`config.mk`:
```
export PLATFORM = sky130hd
export DESIGN_NAME = jtag_tap_core
export DESIGN_NICKNAME = d
export VERILOG_FILES = /design/src/rtl/jtag_tap_core.sv
export SDC_FILE = /design/constraint.sdc
export NUM_CORES = 1
export LEC_CHECK = 0
export BUFFER_PORTS_ARGS = -buffer_cell sky130_fd_sc_hd__buf_2
export CAP_MARGIN = 0
export CORE_MARGIN = 2
export CORE_UTILIZATION = 58
export CTS_CLUSTER_SIZE = 8
export DETAILED_ROUTE_END_ITERATION = 7
export PLACE_DENSITY_LB_ADDON = 0.3
export SYNTH_ARGS = -nofsm -noshare
export SYNTH_HDL_FRONTEND = slang
export SYNTH_SLANG_ARGS = --single-unit
```
`constraint.sdc`:
```
create_clock -name TCK -period 2.5 [get_ports TCK]
set_input_delay 0.25 -clock TCK [delete_from_list [all_inputs] [get_ports TCK]]
set_output_delay 0.25 -clock TCK [all_outputs]
set_load 0.005 [all_outputs]
```
`src/rtl/jtag_tap_core.sv`:
```
// ---------------------------------------------------------------------------
// jtag_tap_core
//
// Purpose:
//   IEEE 1149.1 TAP controller with an instruction register, instruction
//   decode and three data registers (BYPASS, IDCODE, USER).  TDO is driven
//   combinationally from the LSB of whichever register is currently shifting.
//   The USER register can be loaded in parallel from user_dr_in and its
//   shifted-in value is published on user_dr_out at DR_UPDATE.
//
// Ports:
//   TCK          in   TAP clock; every state change happens on its rising edge
//   TRST         in   asynchronous active-high reset
//   TMS          in   mode select steering the TAP state machine
//   TDI          in   serial data in
//   TDO          out  serial data out (0 outside the shift states)
//   TDO_en       out  high only in DR_SHIFT or IR_SHIFT
//   state_out    out  current TAP state code (4 bits)
//   ir_out       out  active instruction
//   user_dr_in   in   parallel value captured into the USER register
//   user_dr_out  out  last updated USER value
//   user_update  out  one-cycle strobe after a USER update
// ---------------------------------------------------------------------------
module jtag_tap_core #(
  parameter int          IR_WIDTH     = 4,
  parameter logic [31:0] IDCODE_VALUE = 32'h1234_5001,
  parameter int          USER_WIDTH   = 8,
  parameter int          IDCODE_INSTR = 1,
  parameter int          USER_INSTR   = 2
) (
  input  logic                  TCK,
  input  logic                  TRST,
  input  logic                  TMS,
  input  logic                  TDI,
  output logic                  TDO,
  output logic                  TDO_en,
  output logic [3:0]            state_out,
  output logic [IR_WIDTH-1:0]   ir_out,
  input  logic [USER_WIDTH-1:0] user_dr_in,
  output logic [USER_WIDTH-1:0] user_dr_out,
  output logic                  user_update
);

  typedef enum logic [3:0] {
    RESET      = 4'h0,
    IDLE       = 4'h1,
    DR_SELECT  = 4'h2,
    DR_CAPTURE = 4'h3,
    DR_SHIFT   = 4'h4,
    DR_EXIT1   = 4'h5,
    DR_PAUSE   = 4'h6,
    DR_EXIT2   = 4'h7,
    DR_UPDATE  = 4'h8,
    IR_SELECT  = 4'h9,
    IR_CAPTURE = 4'hA,
    IR_SHIFT   = 4'hB,
    IR_EXIT1   = 4'hC,
    IR_PAUSE   = 4'hD,
    IR_EXIT2   = 4'hE,
    IR_UPDATE  = 4'hF
  } tapState_e;

  localparam logic [IR_WIDTH-1:0] IDCODE_CODE    = IR_WIDTH'(IDCODE_INSTR);
  localparam logic [IR_WIDTH-1:0] USER_CODE      = IR_WIDTH'(USER_INSTR);
  // Fixed IR capture pattern: ...0001, so the first bit out is always 1.
  localparam logic [IR_WIDTH-1:0] IR_CAPTURE_VAL = IR_WIDTH'(1);

  tapState_e             state_q, state_d;
  logic [IR_WIDTH-1:0]   irShift_q;
  logic [IR_WIDTH-1:0]   ir_q;
  logic                  bypass_q;
  logic [31:0]           idcodeShift_q;
  logic [USER_WIDTH-1:0] userShift_q;
  logic [USER_WIDTH-1:0] userShifted;
  logic [USER_WIDTH-1:0] userOut_q;
  logic                  userUpdate_q;
  logic                  selIdcode;
  logic                  selUser;

  // Instruction decode; every code other than IDCODE or USER means BYPASS.
  assign selIdcode = (ir_q == IDCODE_CODE);
  assign selUser   = !selIdcode && (ir_q == USER_CODE);

  // TAP state register.
  always_ff @(posedge TCK or posedge TRST) begin
    if (TRST) state_q <= RESET;
    else      state_q <= state_d;
  end

  // TAP next-state logic (standard 16-state graph driven by TMS).
  always_comb begin
    state_d = state_q;
    case (state_q)
      RESET:      state_d = TMS ? RESET     : IDLE;
      IDLE:       state_d = TMS ? DR_SELECT : IDLE;
      DR_SELECT:  state_d = TMS ? IR_SELECT : DR_CAPTURE;
      DR_CAPTURE: state_d = TMS ? DR_EXIT1  : DR_SHIFT;
      DR_SHIFT:   state_d = TMS ? DR_EXIT1  : DR_SHIFT;
      DR_EXIT1:   state_d = TMS ? DR_UPDATE : DR_PAUSE;
      DR_PAUSE:   state_d = TMS ? DR_EXIT2  : DR_PAUSE;
      DR_EXIT2:   state_d = TMS ? DR_UPDATE : DR_SHIFT;
      DR_UPDATE:  state_d = TMS ? DR_SELECT : IDLE;
      IR_SELECT:  state_d = TMS ? RESET     : IR_CAPTURE;
      IR_CAPTURE: state_d = TMS ? IR_EXIT1  : IR_SHIFT;
      IR_SHIFT:   state_d = TMS ? IR_EXIT1  : IR_SHIFT;
      IR_EXIT1:   state_d = TMS ? IR_UPDATE : IR_PAUSE;
      IR_PAUSE:   state_d = TMS ? IR_EXIT2  : IR_PAUSE;
      IR_EXIT2:   state_d = TMS ? IR_UPDATE : IR_SHIFT;
      IR_UPDATE:  state_d = TMS ? DR_SELECT : IDLE;
      default:    state_d = RESET;
    endcase
  end

  // Instruction shift register and active instruction.  A TMS-driven
  // RESET forces IDCODE back in, just like TRST does.
  always_ff @(posedge TCK or posedge TRST) begin
    if (TRST) begin
      irShift_q <= '0;
      ir_q      <= IDCODE_CODE;
    end else begin
      case (state_q)
        IR_CAPTURE: irShift_q <= IR_CAPTURE_VAL;
        IR_SHIFT:   irShift_q <= {TDI, irShift_q[IR_WIDTH-1:1]};
        IR_UPDATE:  ir_q      <= irShift_q;
        RESET:      ir_q      <= IDCODE_CODE;
        default:    ;
      endcase
    end
  end

  // USER shift step written generically so a one-bit USER register works.
  always_comb begin
    userShifted                 = userShift_q >> 1;
    userShifted[USER_WIDTH-1]   = TDI;
  end

  // Data registers: all capture together, only the selected one shifts.
  always_ff @(posedge TCK or posedge TRST) begin
    if (TRST) begin
      bypass_q      <= 1'b0;
      idcodeShift_q <= '0;
      userShift_q   <= '0;
    end else begin
      if (state_q == DR_CAPTURE) begin
        bypass_q      <= 1'b0;
        idcodeShift_q <= IDCODE_VALUE;
        userShift_q   <= user_dr_in;
      end else if (state_q == DR_SHIFT) begin
        if (selIdcode)    idcodeShift_q <= {TDI, idcodeShift_q[31:1]};
        else if (selUser) userShift_q   <= userShifted;
        else              bypass_q      <= TDI;
      end
    end
  end

  // USER parallel output and its update strobe; the strobe is cleared on
  // every edge that is not a USER DR_UPDATE, giving a one-cycle pulse.
  always_ff @(posedge TCK or posedge TRST) begin
    if (TRST) begin
      userOut_q    <= '0;
      userUpdate_q <= 1'b0;
    end else begin
      userUpdate_q <= 1'b0;
      if (state_q == DR_UPDATE && selUser) begin
        userOut_q    <= userShift_q;
        userUpdate_q <= 1'b1;
      end
    end
  end

  // Serial output mux: LSB of whatever is shifting, otherwise quiet.
  always_comb begin
    TDO    = 1'b0;
    TDO_en = 1'b0;
    if (state_q == IR_SHIFT) begin
      TDO_en = 1'b1;
      TDO    = irShift_q[0];
    end else if (state_q == DR_SHIFT) begin
      TDO_en = 1'b1;
      if (selIdcode)    TDO = idcodeShift_q[0];
      else if (selUser) TDO = userShift_q[0];
      else              TDO = bypass_q;
    end
  end

  assign state_out   = state_q;
  assign ir_out      = ir_q;
  assign user_dr_out = userOut_q;
  assign user_update = userUpdate_q;

endmodule
```
==> summary.md, run 1 <==
| Metric | Value |
|---|---|
| FF-to-FF path depth | `3` |
| Worst Tran Pin Value | `422 ps` |
| IO buf count | `30` |
| IO Count | `31` |
| Multi-input gate area | `0.00121 mm2` |
| Antenna viol nets, final | `0` |
| Reg2reg start | `ir_out[3]` |
| DR WL/cell | `15.1 um` |
| Chip height | `74.7 um` |
| Crit path kind | `reg2out` |
| Most frequent cells after synthesis | `dfrtp_1 (61), o21ai_0 (45), nand3_1 (41), nand2_1 (31), clkbuf_1 (24)` |
| Final setup margin | `128 ps` |
| Clock Skews | `9.11 ps` |
| Min-delay src | `user_dr_in[0]` |
| Placed cell count | `around 390` |
| CP Capture Type | `output port` |
| Netlist cell types | `40` |
| Placer Congestion | `0.871` |
| Routed WL | `slightly above 6000 um` |
| Max-slew violations | `0` |
| Post-synth top area share | `52.6%` |
| Core Rows | `25` |
| Synthesized area per cell | `9.45 um2` |
| Share of layout cells above drive strength 1 | `23.1%` |
| Layout area overhead | `14.9%` |
| Setup-failing EPs final | `0` |
| Clock Latency Late Sink | `330 ps` |
| R2R Path End | `user_dr_out[4]` |
| Tmin final | `2370 ps` |
| CTS buffer count | `9` |
| Slew HR | `a little under three quarters` |
| Die width | `roughly 75 um` |
| Via count | `roughly 2400` |
| DRC Markers | `0` |
| TNS Setup | `0 ps` |
| Yosys warnings | `0` |
| Initial antenna violation count | `0` |
| HP Class | `in2reg` |
| RSZ-0062 raised after global routing | `false` |
| Residual overflow from global routing | `0` |
| Synth Cell Area | `0.00290 mm2` |
| Static Leak | `approximately 1.5 nW` |
| CTS Hold Bufs | `1` |
| Final nets | `about 350` |
| Root Driver | `clkbuf_8` |
| Critical Path Start Type | `flip-flop` |
| CP startpoint | `ir_out[0]` |
| Vias per cell | `between 5 and 6` |
| CTS sink cnt | `62` |
| Sequential cell area fraction in the yosys report | `53.5%` |
| Worst path required time | `2250 ps` |
| Setup Fix Bufs, Post-CTS | `0` |
| Main flop type after synthesis | `dfrtp_1` |
| Hold depth | `3` |
| Top post-synthesis cells by area | `dfrtp_1 (53%), o21ai_0 (7.8%), nand3_1 (7.1%)` |
| Max Cap Viol | `0` |
| R2r setup slk | `410 ps` |
| Post-Layout Cell Count | `about 410` |
| All-Layer GR Usage | `a little under a quarter` |
| Clock slew at reported path FFs | `70 ps` |
| Post_cts resized | `0` |
| Hold Fails Final Rpt | `0` |
| Status | `completed` |
| FILL cells | `371` |
| Largest area contributor in the netlist | `dfrtp_1` |
| Die area | `0.00558 mm2` |
| TritonCTS clock tree | `done` |
| Post-synth EDFFs | `0` |
| Initial Utilization | `60.6%` |
| DRT met1 WL | `2900 um` |
| Reg area | `0.00155 mm2` |
| First-pass GRT wire length | `10100 um` |
| Pin count of the biggest net entering global routing | `42` |
| Top routing layer used | `met4` |
| Pwr per Cell Area | `about 1200 mW/mm2` |
| Net count after synthesis | `between 300 and 400` |
| Post-DP HPWL | `~3700 um` |
| Top-count cell post-synth | `dfrtp_1` |
| FF+latch count, synth | `62` |
| Max clock buf depth | `2` |
| Worst-path fanout max | `9` |
| Vias in the first global route | `2168` |
| Core area | `0.00479 mm2` |
| FFs w/ async S/R, synth | `100%` |
| DRT iter0 DRCs | `207` |
| Met2 routed WL | `2850 um` |
| Antenna fix cells | `0` |
| Fmax | `roughly 420 MHz` |
| H-tree Lvls | `3` |
| Critical Path AT | `2120 ps` |
| First-pass DRT Iterations | `4` |
| Final critical-path share of the clock period | `94.9%` |
| Max IR drop VDD | `0.754 mV` |
| Mapped Cells | `307` |
| Dpl ws | `approximately 430 ps` |
| Routed wl met3 | `approximately 280 um` |
| Hold Path End | `userShift_q[0]` |
## through the flow
| step | total power [mW] | util [%] | hold slack [ps] | cell area [um2] |
|---|---|---|---|---|
| floorplan | 2.64 | - | 392 | 2900 |
| global placement | 3.01 | 65.3 | 274 | 3120 |
| detailed placement | 3.06 | 65.3 | 286 | 3120 |
| CTS | 3.96 | 69.6 | 181 | 3330 |
| global route | 4.23 | 69.6 | 192 | 3330 |
| finish | 3.96 | 69.6 | 192 | 3330 |
## layout make-up
type / count / area share (%)
multi-input cells: 210 / 36.4
well taps: 67 / 2.52
clock inverters: 4 / 1.35
inverters: 5 / 0.563
flip-flops and latches: 62 / 46.6
clock buffers: 12 / 4.65
repair buffers: 45 / 7.96
## cells by family (layout without fill, tap and decap cells)
family,Yosys count,in the layout,share of synthesized area [%]
AO/OA/AOI/OAI,79,79,15.6
XOR/XNOR,1,1,0.302
buffers and inverters,35,66,5.13
flip-flops,62,62,53.5
multiplexers,8,8,4.14
AND/OR/NAND/NOR,122,122,21.3
## layout by cell type (no fill, tap or decap), types with 2 or more instances in the layout
master | netlist | final
nor4b_2 | 0 | 2
o22ai_1 | 3 | 3
a21oi_1 | 10 | 10
nand2b_1 | 3 | 3
inv_1 | 5 | 4
dfrtp_1 | 61 | 61
a211oi_1 | 2 | 2
nor2b_1 | 2 | 2
o211ai_1 | 2 | 2
nor3_1 | 3 | 3
nand2_1 | 31 | 31
or4b_2 | 3 | 3
clkinv_2 | 0 | 3
nand3b_1 | 2 | 2
nand3_1 | 41 | 41
mux2_4 | 8 | 8
or2_2 | 2 | 2
nand4_1 | 2 | 2
buf_4 | 0 | 14
o221ai_1 | 4 | 4
buf_2 | 2 | 30
o21ai_0 | 45 | 45
clkbuf_8 | 0 | 11
a31oi_1 | 8 | 8
nor2_1 | 22 | 22
## where the power goes
group	internal (mW)	leakage, nW	switching [mW]
Combinational	0.558	0.605	0.936
Sequential	1.34	0.799	0.242
Clock	0.510	0.106	0.374
## worst max-delay path, cell delays in order (launching register included)
cell	delay, ps
dfstp_2	610
or4b_2	680
o221ai_1	250
o32ai_1	110
buf_2	140
## sequential cells by signal, indices dropped and copies added (netlist names)
name	flops
irShift_q	4
user_dr_out	8
user_update	1
ir_out	4
bypass_q	1
userShift_q	8
idcodeShift_q	32
state_out	4
## worst max-delay path by stage
stage | to | slack [ps] | cells past startpoint
4_1_cts | TDO | 120 | 4
3_5_place_dp | user_dr_out[5] | 430 | 3
2_1_floorplan | user_dr_out[0] | 290 | 6
6_report | TDO | 130 | 4
3_3_place_gp | user_dr_out[7] | 460 | 3
5_1_grt | TDO | 50 | 4
## metal layers
layer | vias up | global-route usage [%]
met3 | 9 | 5.35
met2 | 68 | 37.5
li1 | 1139 | -
met4 | 0 | 8.53
met5 | - | 0
met1 | 1164 | 32.7
Power figures use the tool's default switching activity.
==> run 2, diff against run 1 <==
Settings changed: CELL_PAD_IN_SITES_DETAIL_PLACEMENT set to 1, CELL_PAD_IN_SITES_GLOBAL_PLACEMENT set to 1, CORE_UTILIZATION 58 to 45.
Clock period 2.5 ns to 2.6 ns, I/O delays scaled along.
==> summary.md, run 2 (synthesized netlist as in run 1, its figures left out) <==
| Metric | Value |
|---|---|
| Status | `complete, but fails checks` |
| Failing checks | `hold timing` |
| Worst Tran Pin Value | `636 ps` |
| Layout area overhead | `14.6%` |
| Dpl ws | `487 ps` |
| Critical Path Start Type | `flip-flop` |
| CP bufs+invs | `1` |
| Clock share of power | `22.2%` |
| FF-to-FF path depth | `3` |
| CTS Hold Bufs | `0` |
| Die width | `around 84 um` |
| Final setup margin | `284 ps` |
| PnR Total Power | `3.81 mW` |
| CP delay by family, top | `simple AND/OR/NAND/NOR gates` |
| HP Class | `in2async` |
| Hold WS | `-6.02 ps` |
| First-pass GRT wire length | `11800 um` |
| Post_cts resized | `0` |
| Max clock buf depth | `2` |
| Comb pwr share | `~37%` |
| Most flops, register | `idcodeShift_q` |
| Final critical-path share of the clock period | `89.1%` |
| Initial Utilization | `between 40% and 50%` |
| Slowest cell delay on critical path | `670 ps` |
| Vias in the first global route | `2330` |
| Antenna viol nets, final | `0` |
| Clock Latency Late Sink | `roughly 340 ps` |
| Reg2reg start | `ir_out[3]` |
| Chip height | `about 84 um` |
| IO buf count | `30` |
| Net Sw Power | `1.54 mW` |
| Critical Path AT | `between 2000 and 2500 ps` |
| First-pass DRT Iterations | `4` |
| Residual overflow from global routing | `0` |
| Max IR drop VDD | `0.526 mV` |
| Clock slew at reported path FFs | `80 ps` |
| H-tree Lvls | `3` |
| Most common cell after layout, fill and taps aside | `dfrtp_1` |
| Internal power | `2.26 mW` |
| FILL cells | `727` |
| Hold Fails Final Rpt | `12` |
| Setup Fix Bufs, Post-CTS | `0` |
| Most frequent cells in the layout | `dfrtp_1 (61), o21ai_0 (45), nand3_1 (41)` |
| Pwr per Cell Area | `1140 mW/mm2` |
| Core area | `0.00628 mm2` |
| CTS sink cnt | `62` |
| Tmin final | `2320 ps` |
| Fmax | `approximately 430 MHz` |
| CTS buffer count | `9` |
| Pin count of the biggest net entering global routing | `42` |
| Crit path cell chain | `or4b_2 > o221ai_1 > o32ai_1 > buf_2` |
| All-Layer GR Usage | `20.9%` |
| Initial antenna violation count | `0` |
| Largest register FFs | `32` |
| TritonCTS clock tree | `done` |
| TNS Setup | `0 ps` |
| Sequential Power Share | `40.6%` |
| Via count | `2350` |
| DRC Markers | `0` |
| Crit path kind | `reg2out` |
| Setup-failing EPs final | `0` |
| Share of layout cells above drive strength 1 | `23.2%` |
| Slew HR | `57.0%` |
| R2r setup slk | `480 ps` |
| Worst-path fanout max | `9` |
| RSZ-0062 raised after global routing | `false` |
| Static Leak | `1.49 nW` |
| Max-slew violations | `0` |
| Clock Skews | `10.9 ps` |
| IO Count | `31` |
| DR WL/cell | `roughly 16 um` |
| Switch share | `40.5%` |
| Antenna fix cells | `0` |
| Max Cap Viol | `0` |
| Vias per cell | `5.69` |
| R2R Path End | `user_dr_out[4]` |
| Core Rows | `29` |
| CP Capture Type | `output port` |
| Placer Congestion | `0.778` |
| Post-DP HPWL | `4280 um` |
| Slowest cell on the critical path | `or4b_2` |
| Final nets | `roughly 340` |
| Die area | `0.00711 mm2` |
| Worst path required time | `2340 ps` |
| Root Driver | `clkbuf_8` |
| Routed WL | `6710 um` |
| DRT iter0 DRCs | `95` |
[run 2: power groups by stage]
stage | clock network (mW) | logic, mW | registers (mW)
after floorplan | 0 | 1.08 | 1.46
after global placement | 0 | 1.39 | 1.54
after detailed placement | 0 | 1.43 | 1.56
after CTS | 0.866 | 1.44 | 1.55
after global routing | 0.904 | 1.63 | 1.59
final | 0.844 | 1.42 | 1.54
[run 2: layout make-up]
cell class,instances,area [um2],area share (%)
Clock inverter,7,73.8,2.22
Clock buffer,9,124,3.72
Sequential cell,62,1550,46.7
Timing Repair Buffer,43,248,7.45
Tap cell,77,96.3,2.90
Inverter,5,18.8,0.564
Multi-Input combinational cell,210,1210,36.5
[run 2: metrics by stage]
stage                     utilization [%]  hold slack [ps]  instances  instance area, um2
after detailed placement             49.8              380        397                3130
after global routing                 53.0             38.4        413                3330
final                                53.0            -6.02        413                3330
after CTS                            53.0             1.54        413                3330
after floorplan                         -              402        307                2900
after global placement               49.8              385        397                3130
[run 2: how the worst max path moves through the flow]
stage / depth (start not counted) / endpoint / slack (ps) / from
floorplan: 6 / user_dr_out[0] / 390 / ir_out[3]
global placement: 3 / user_dr_out[5] / 540 / ir_out[3]
detailed placement: 3 / user_dr_out[3] / 490 / ir_out[3]
CTS: 4 / TDO / 240 / ir_out[0]
global route: 4 / TDO / 120 / ir_out[0]
finish: 4 / TDO / 280 / ir_out[0]
[run 2: metal layers]
metal / vias up / global-route usage (%) / share of wire [%]
li1: 1139 / - / -
met1: 1165 / 30.4 / 49
met2: 36 / 30.2 / 46
met3: 10 / 3.64 / 3.1
met4: 0 / 10.6 / 2.0
met5: - / 0 / 0
